## src/rtl/mtimer_pkg.sv

```systemverilog
// mtimer_pkg: shared constants and types for the memory-mapped machine timer.
//   - register offsets within the 32-byte window (word index, addr[4:2])
//   - CTRL bit positions
//   - ctrl_t packed control register {div, ie, en}
package mtimer_pkg;

    typedef logic [2:0] off_t;

    localparam off_t OFF_MTIME_LO      = 3'd0;
    localparam off_t OFF_MTIME_HI      = 3'd1;
    localparam off_t OFF_MTIMECMP_LO   = 3'd2;
    localparam off_t OFF_MTIMECMP_HI   = 3'd3;
    localparam off_t OFF_CTRL          = 3'd4;
    localparam off_t OFF_MTIME_HI_SNAP = 3'd5;

    localparam int CTRL_EN      = 0;
    localparam int CTRL_IE      = 1;
    localparam int CTRL_DIV_LSB = 8;

    // The DIV field can occupy everything above CTRL_DIV_LSB; the top level
    // masks it down to the configured prescaler width.
    localparam int DIV_W_MAX = 32 - CTRL_DIV_LSB;

    typedef struct packed {
        logic [DIV_W_MAX-1:0] div;
        logic                 ie;
        logic                 en;
    } ctrl_t;

    function automatic logic [31:0] ctrl_to_word(ctrl_t c);
        return {c.div, 6'b0, c.ie, c.en};
    endfunction

endpackage

```

## src/rtl/mtimer_if.sv

```systemverilog
// mtimer_if: MEM-stage data bus shared with data_mem.
//   rd_en, wr_en : read / write strobes
//   addr, wdata  : byte address and write data
//   rdata        : combinational read data (0 when not a read hit)
//   hit          : address in the timer window and a strobe is active
interface mtimer_if;
    logic        rd_en;
    logic        wr_en;
    logic [31:0] addr;
    logic [31:0] wdata;
    logic [31:0] rdata;
    logic        hit;

    modport master (output rd_en, wr_en, addr, wdata, input rdata, hit);
    modport slave  (input rd_en, wr_en, addr, wdata, output rdata, hit);
endinterface

```

## src/rtl/mtimer_presc.sv

```systemverilog
// mtimer_presc: prescaler for the machine timer.
//   clk, rst : clock, asynchronous active-low reset
//   en       : count enable (count holds when low)
//   clr      : synchronous clear, wins over counting
//   div      : divisor; tick every div+1 enabled cycles
//   tick     : one-cycle pulse when the count reaches div
module mtimer_presc #(
    parameter int W = 8
) (
    input  logic         clk,
    input  logic         rst,
    input  logic         en,
    input  logic         clr,
    input  logic [W-1:0] div,
    output logic         tick
);

    logic [W-1:0] cnt;

    assign tick = en && (cnt == div);

    always_ff @(posedge clk or negedge rst) begin
        if (!rst) begin
            cnt <= '0;
        end else if (clr) begin
            cnt <= '0;
        end else if (en) begin
            cnt <= tick ? '0 : cnt + W'(1);
        end
    end

endmodule

```

## src/rtl/mtimer.sv

```systemverilog
// mtimer: memory-mapped 64-bit machine timer with prescaler and level interrupt.
//   clk, rst        : clock, asynchronous active-low reset
//   bus             : mtimer_if.slave (rd_en, wr_en, addr, wdata -> rdata, hit)
//   timer_interrupt : registered IE & (mtime >= mtimecmp)
// Registers (word offset): 0 MTIME_LO, 1 MTIME_HI, 2 MTIMECMP_LO, 3 MTIMECMP_HI,
// 4 CTRL {DIV[8+:PRESC_W], IE[1], EN[0]}, 5 MTIME_HI_SNAP (RO), 6-7 read 0.
module mtimer
    import mtimer_pkg::*;
#(
    parameter logic [31:0] BASE_ADDR = 32'h0000_0400,
    parameter int          PRESC_W   = 8,
    parameter logic [63:0] CMP_RST   = 64'hFFFF_FFFF_FFFF_FFFF
) (
    input  logic     clk,
    input  logic     rst,
    mtimer_if.slave  bus,
    output logic     timer_interrupt
);

    localparam logic [DIV_W_MAX-1:0] DIV_MASK =
        DIV_W_MAX'((64'd1 << PRESC_W) - 64'd1);

    logic [63:0] mtime;
    logic [63:0] mtimecmp;
    logic [31:0] snap;
    ctrl_t       ctrl;
    logic        tick;
    logic        in_win;
    logic        rd_hit;
    logic        wr_hit;
    off_t        off;
    logic        unused_addr;

    // Only word accesses are defined; the byte lane bits are dropped.
    assign unused_addr = ^bus.addr[1:0];

    assign in_win  = (bus.addr[31:5] == BASE_ADDR[31:5]);
    assign off     = bus.addr[4:2];
    assign bus.hit = in_win && (bus.rd_en || bus.wr_en);
    assign rd_hit  = in_win && bus.rd_en;
    assign wr_hit  = in_win && bus.wr_en;

    mtimer_presc #(.W(PRESC_W)) u_presc (
        .clk  (clk),
        .rst  (rst),
        .en   (ctrl.en),
        .clr  (wr_hit && (off == OFF_CTRL)),
        .div  (ctrl.div[PRESC_W-1:0]),
        .tick (tick)
    );

    // A software write to either mtime half overrides a coincident tick.
    always_ff @(posedge clk or negedge rst) begin
        if (!rst) begin
            mtime <= '0;
        end else if (wr_hit && (off == OFF_MTIME_LO)) begin
            mtime[31:0] <= bus.wdata;
        end else if (wr_hit && (off == OFF_MTIME_HI)) begin
            mtime[63:32] <= bus.wdata;
        end else if (tick) begin
            mtime <= mtime + 64'd1;
        end
    end

    always_ff @(posedge clk or negedge rst) begin
        if (!rst) begin
            mtimecmp <= CMP_RST;
            ctrl     <= '0;
        end else if (wr_hit) begin
            case (off)
                OFF_MTIMECMP_LO: mtimecmp[31:0]  <= bus.wdata;
                OFF_MTIMECMP_HI: mtimecmp[63:32] <= bus.wdata;
                OFF_CTRL: begin
                    ctrl.en  <= bus.wdata[CTRL_EN];
                    ctrl.ie  <= bus.wdata[CTRL_IE];
                    ctrl.div <= bus.wdata[31:CTRL_DIV_LSB] & DIV_MASK;
                end
                default: ;
            endcase
        end
    end

    // Reading MTIME_LO freezes the upper word so a later MTIME_HI_SNAP read
    // pairs with it, even if a carry happened in between.
    always_ff @(posedge clk or negedge rst) begin
        if (!rst) begin
            snap <= '0;
        end else if (rd_hit && (off == OFF_MTIME_LO)) begin
            snap <= mtime[63:32];
        end
    end

    always_ff @(posedge clk or negedge rst) begin
        if (!rst) begin
            timer_interrupt <= 1'b0;
        end else begin
            timer_interrupt <= ctrl.ie && (mtime >= mtimecmp);
        end
    end

    always_comb begin
        bus.rdata = '0;
        if (rd_hit) begin
            case (off)
                OFF_MTIME_LO:      bus.rdata = mtime[31:0];
                OFF_MTIME_HI:      bus.rdata = mtime[63:32];
                OFF_MTIMECMP_LO:   bus.rdata = mtimecmp[31:0];
                OFF_MTIMECMP_HI:   bus.rdata = mtimecmp[63:32];
                OFF_CTRL:          bus.rdata = ctrl_to_word(ctrl);
                OFF_MTIME_HI_SNAP: bus.rdata = snap;
                default:           bus.rdata = '0;
            endcase
        end
    end

endmodule

```

## src/flat_wrapper.sv

```systemverilog
// flat-port wrapper written by rule: the top's interface ports become plain ports
module mtimer_flat import mtimer_pkg::*;
#(
    parameter logic [31:0] BASE_ADDR = 32'h0000_0400,
    parameter int          PRESC_W   = 8,
    parameter logic [63:0] CMP_RST   = 64'hFFFF_FFFF_FFFF_FFFF
)
  (clk, rst, timer_interrupt, bus_rd_en, bus_wr_en, bus_addr, bus_wdata, bus_rdata, bus_hit);
  mtimer_if bus_i ();
  input  logic clk;
  input  logic rst;
  output logic timer_interrupt;
  input wire logic [$bits(bus_i.rd_en)-1:0] bus_rd_en;
  input wire logic [$bits(bus_i.wr_en)-1:0] bus_wr_en;
  input wire logic [$bits(bus_i.addr)-1:0] bus_addr;
  input wire logic [$bits(bus_i.wdata)-1:0] bus_wdata;
  output wire logic [$bits(bus_i.rdata)-1:0] bus_rdata;
  output wire logic [$bits(bus_i.hit)-1:0] bus_hit;
  assign bus_i.rd_en = bus_rd_en;
  assign bus_i.wr_en = bus_wr_en;
  assign bus_i.addr = bus_addr;
  assign bus_i.wdata = bus_wdata;
  assign bus_rdata = bus_i.rdata;
  assign bus_hit = bus_i.hit;
  mtimer #(.BASE_ADDR(BASE_ADDR), .PRESC_W(PRESC_W), .CMP_RST(CMP_RST)) u_core (.clk(clk), .rst(rst), .bus(bus_i), .timer_interrupt(timer_interrupt));
endmodule
```

## config.mk

```make
export PLATFORM = sky130hd
export DESIGN_NAME = mtimer_flat
export DESIGN_NICKNAME = d
export VERILOG_FILES = /design/src/rtl/mtimer_pkg.sv /design/src/rtl/mtimer_if.sv /design/src/rtl/mtimer_presc.sv /design/src/rtl/mtimer.sv /design/src/flat_wrapper.sv
export SDC_FILE = /design/constraint.sdc
export NUM_CORES = 1
export LEC_CHECK = 0
export CAP_MARGIN = 20
export CORE_MARGIN = 4
export CORE_UTILIZATION = 55
export CTS_CLUSTER_DIAMETER = 80
export DETAILED_ROUTE_END_ITERATION = 16
export PLACE_DENSITY = 0.77
export SLEW_MARGIN = 15
export SYNTH_ARGS = -nofsm -noshare
export SYNTH_HDL_FRONTEND = slang
export SYNTH_HIERARCHICAL = 1
export SYNTH_SLANG_ARGS = --single-unit
```

## constraint.sdc

```tcl
create_clock -name clk -period 2.9 [get_ports clk]
set_clock_uncertainty 0.2 [all_clocks]
set_input_delay 0.435 -clock clk [delete_from_list [all_inputs] [get_ports clk]]
set_output_delay 0.435 -clock clk [all_outputs]
set_load 0.05 [all_outputs]
```

==> summary.txt <==
Power and ir drop
  • Worst VDD drop: 0.324 mV
  • Pwr dens: 349 nW/um2
  • Total chip power: 0.00525 W
  • Leak: 6.94 nW

Logic synthesis
  • Adder-Cell Fraction of Synth Area: 0.0723
  • Seq/Total Area, Yosys: 0.399
  • Post-synth top area share: 0.252
  • Xor and xnor area share after synthesis: 0.0107
  • Post-synthesis cell area: 11400 um2
  • Most instantiated cells after synthesis: nand2_1, dfrtp_1, o21ai_0
  • Post-synth top flop: dfrtp_1
  • Total number of yosys warnings: 6
  • Most numerous cell in the Yosys netlist: nand2_1
  • FF+latch count, synth: 179
  • Post-synthesis mux area share: 0.0625
  • Area leader, netlist: dfrtp_1
  • Post-synthesis async set-or-reset flop share: 1.00
  • Simple-gate share of the synthesized area: 0.168
  • Syn_area_per_cell: 8.96 um2
  • Compound-gate portion of the synthesized area: 0.231
  • Number of synthesized flops with an enable pin: 0
  • Combinational family with the most area after synthesis: compound AO/OA/AOI/OAI gates
  • Synth cell types: 75
  • Synth Instances: 1275
  • Ranking of synthesized cells by area: dfrtp_1, dfstp_2, ha_1
  • Syn nets: 1409

Timing
  • Fmax: 0.350 GHz
  • Tmin final: 2860 ps
  • Fin. max-slew vios: 0
  • Slew HR: 0.416
  • Final hold vios: 0
  • Worst slew pin tran: 869 ps
  • Setup violations, final: 0
  • Tcrit/Tclk final: 0.985
  • Setup slack after layout: 44.6 ps

Global route
  • Largest net degree at the start of global routing: 56
  • First-pass GRT wire length: 64100 um
  • Total grt overflow: 0
  • Initial antenna violation count: 1
  • Total Routing Usage GR: 0.350
  • Vias in the first global route: 11.8k

Placement
  • Placer Congestion: 0.962
  • Post-DP HPWL: 29500 um
  • Number of instances in the placed design: 1680
  • Pre-CTS WS: -300 ps
  • Post-place instance area: 14000 um2
  • Buffers added on ports: 99

Finish
  • Layout cells sized above 1: 0.271
  • Nets: 1579
  • Non-Filler Instances: 1728
  • Growth of design area from synthesis to finish: 31.7%
  • Final instance area: 15000 um2
  • Ant. Diodes: 0

Worst setup path
  • Crit path from: bus_addr[29]
  • Worst r2r src: u_core/mtimecmp[5]$_DFFE_PN1P_
  • Crit path max fanout: 6
  • WS Path Type: input pin to output port
  • Reg2reg path depth: 8
  • Slowest cell on the critical path: nor4_2
  • CP Cell Sequence: dlygate4sd2_1 -> nor4_2 -> nand4_1 -> nor2_1 -> buf_4 -> o211ai_1 -> buf_4 -> buf_12 -> nor2_2 -> buf_12
  • Largest stage delay, worst path: 290 ps
  • CP arrival: 2220 ps
  • CP Launch Type: input pin
  • Critical Path RT: 2270 ps
  • CP endpoint kind: output port

Hold path
  • Hold path cells: 1
  • Hold_sp: u_core/snap[6]$_DFFE_PN0P_
  • Worst hold path class: register to register

Die
  • Core Area: 20300 um2
  • Die X-Extent: 152 um
  • Std cell rows: 52
  • Initial Util: 0.562
  • Die ar.: 23100 um2
  • # IOs: 102
  • Die height: 152 um

Detailed routing
  • WL per Instance: 24.2 um
  • Via count: 11.7k
  • Drt pass-1 iters: 7
  • DR DRC count: 0
  • Drt initial violations: 1552
  • Remaining antenna violation count after routing: 0
  • WL final: 41900 um
  • Vias per cell: 6.79

Clock network
  • Clk_lat worst skew: 440 ps
  • Clock root cell: clkbuf_16
  • CTS tree: done
  • CTS Buf Count: 17
  • Reg clk slew, reported paths: 70 ps
  • CTS Sinks: 179
  • CTS max path bufs: 2
  • H-tree levels: 4

Job
  • Max-cap violation count: 0

Status
  • Status: complete, no violations
==> flip-flops by register name (all words and copies together) (netlist names) <==
signal,flops
u_core/mtime,64
u_core/mtimecmp,64
u_core/snap,32
u_core/ctrl,10
u_core/u_presc/cnt,8
u_core/timer_interrupt,1
==> where the power goes <==
group | internal, W | switching [W]
logic | 0.000161 | 0.000253
clock network | 0.00123 | 0.00110
registers | 0.00250 | 0.000000000145
total | 0.00389 | 0.00135
==> cell families (layout without fill, tap and decap cells) <==
family	count (synthesis)	after routing
AO/OA/AOI/OAI	420	420
buffers and inverters	164	347
flip-flops	179	179
AND/OR/NAND/NOR	372	372
XOR/XNOR	14	14
adder cells (fa/ha/maj)	66	66
multiplexers	60	60
==> worst max-delay path: cells and delay by family <==
family	cells	cell delay, ps
AND/OR/NAND/NOR	4	780
buffers and inverters	5	900
AO/OA/AOI/OAI	1	90
==> cells in the final DEF, fill, tap and decap left out, drive strengths merged, types with 6 or more instances in the layout <==
| cell type | count |
|---|---|
| buf | 165 |
| nand2 | 140 |
| o21ai | 133 |
| dfrtp | 115 |
| a21oi | 101 |
| inv | 89 |
| ha | 66 |
| dfstp | 64 |
| a22oi | 52 |
| mux2 | 50 |
| nand4 | 49 |
| nor2 | 46 |
| nand3 | 39 |
| clkdlybuf4s50 | 36 |
| and3 | 26 |
| nor3 | 22 |
| a31oi | 20 |
| clkbuf | 18 |
| dlygate4sd2 | 15 |
| a21o | 15 |
| o22ai | 15 |
| a222oi | 11 |
| and2 | 11 |
| nor4 | 11 |
| a22o | 10 |
| xnor2 | 10 |
| dlymetal6s2s | 9 |
| a2bb2oi | 9 |
| or4 | 8 |
| o211ai | 7 |
| mux2i | 6 |
==> per-layer routing <==
layer  routed length, um  global-route usage  part of all wire
met2               18500               0.530              0.44
met5                   7                   0           0.00017
met1               16000               0.459              0.38
met3                5460               0.115              0.13
met4                1880               0.157             0.045
==> final timing paths <==
| check | end | slack [ps] |
|---|---|---|
| max | bus_rdata[31] | 40 |
| min | u_core/snap[6]$_DFFE_PN0P_ | 300 |
| max reg2reg | u_core/timer_interrupt$_DFF_PN0_ | 80 |
| min reg2reg | u_core/snap[6]$_DFFE_PN0P_ | 300 |
| max in group asynchronous | u_core/mtimecmp[47]$_DFFE_PN1P_ | 1340 |
| min in group asynchronous | u_core/mtime[28]$_DFFE_PN0P_ | 320 |
==> repair_timing <==
action	4_1_cts	5_1_grt
hold buffers	1	0
setup buffers	8	4
pin swaps	11	20
endpoints found under the hold margin	28	0
gates cloned	4	2
resized for setup	77	24
endpoints found under the setup margin	32	62
==> area by class of cell <==
cell class,instances,area [um2]
multi-input combinational,932,6620
fill,1435,5270
sequential,179,4560
timing repair buffer,233,2630
clock buffer,18,439
tap,270,338
inverter,82,308
clock inverter,14,141
==> stage by stage <==
| step | TNS, ps | utilization | hold WS [ps] |
|---|---|---|---|
| finish | 0 | 0.741 | 304 |
| global route | -32.9 | 0.741 | 318 |
| CTS | 0 | 0.735 | 296 |
| detailed placement | -18940 | 0.688 | 218 |
| global placement | -15290 | 0.688 | 220 |
| floorplan | -191 | - | -60.6 |
No activity file was read; power rests on OpenSTA's default activity.
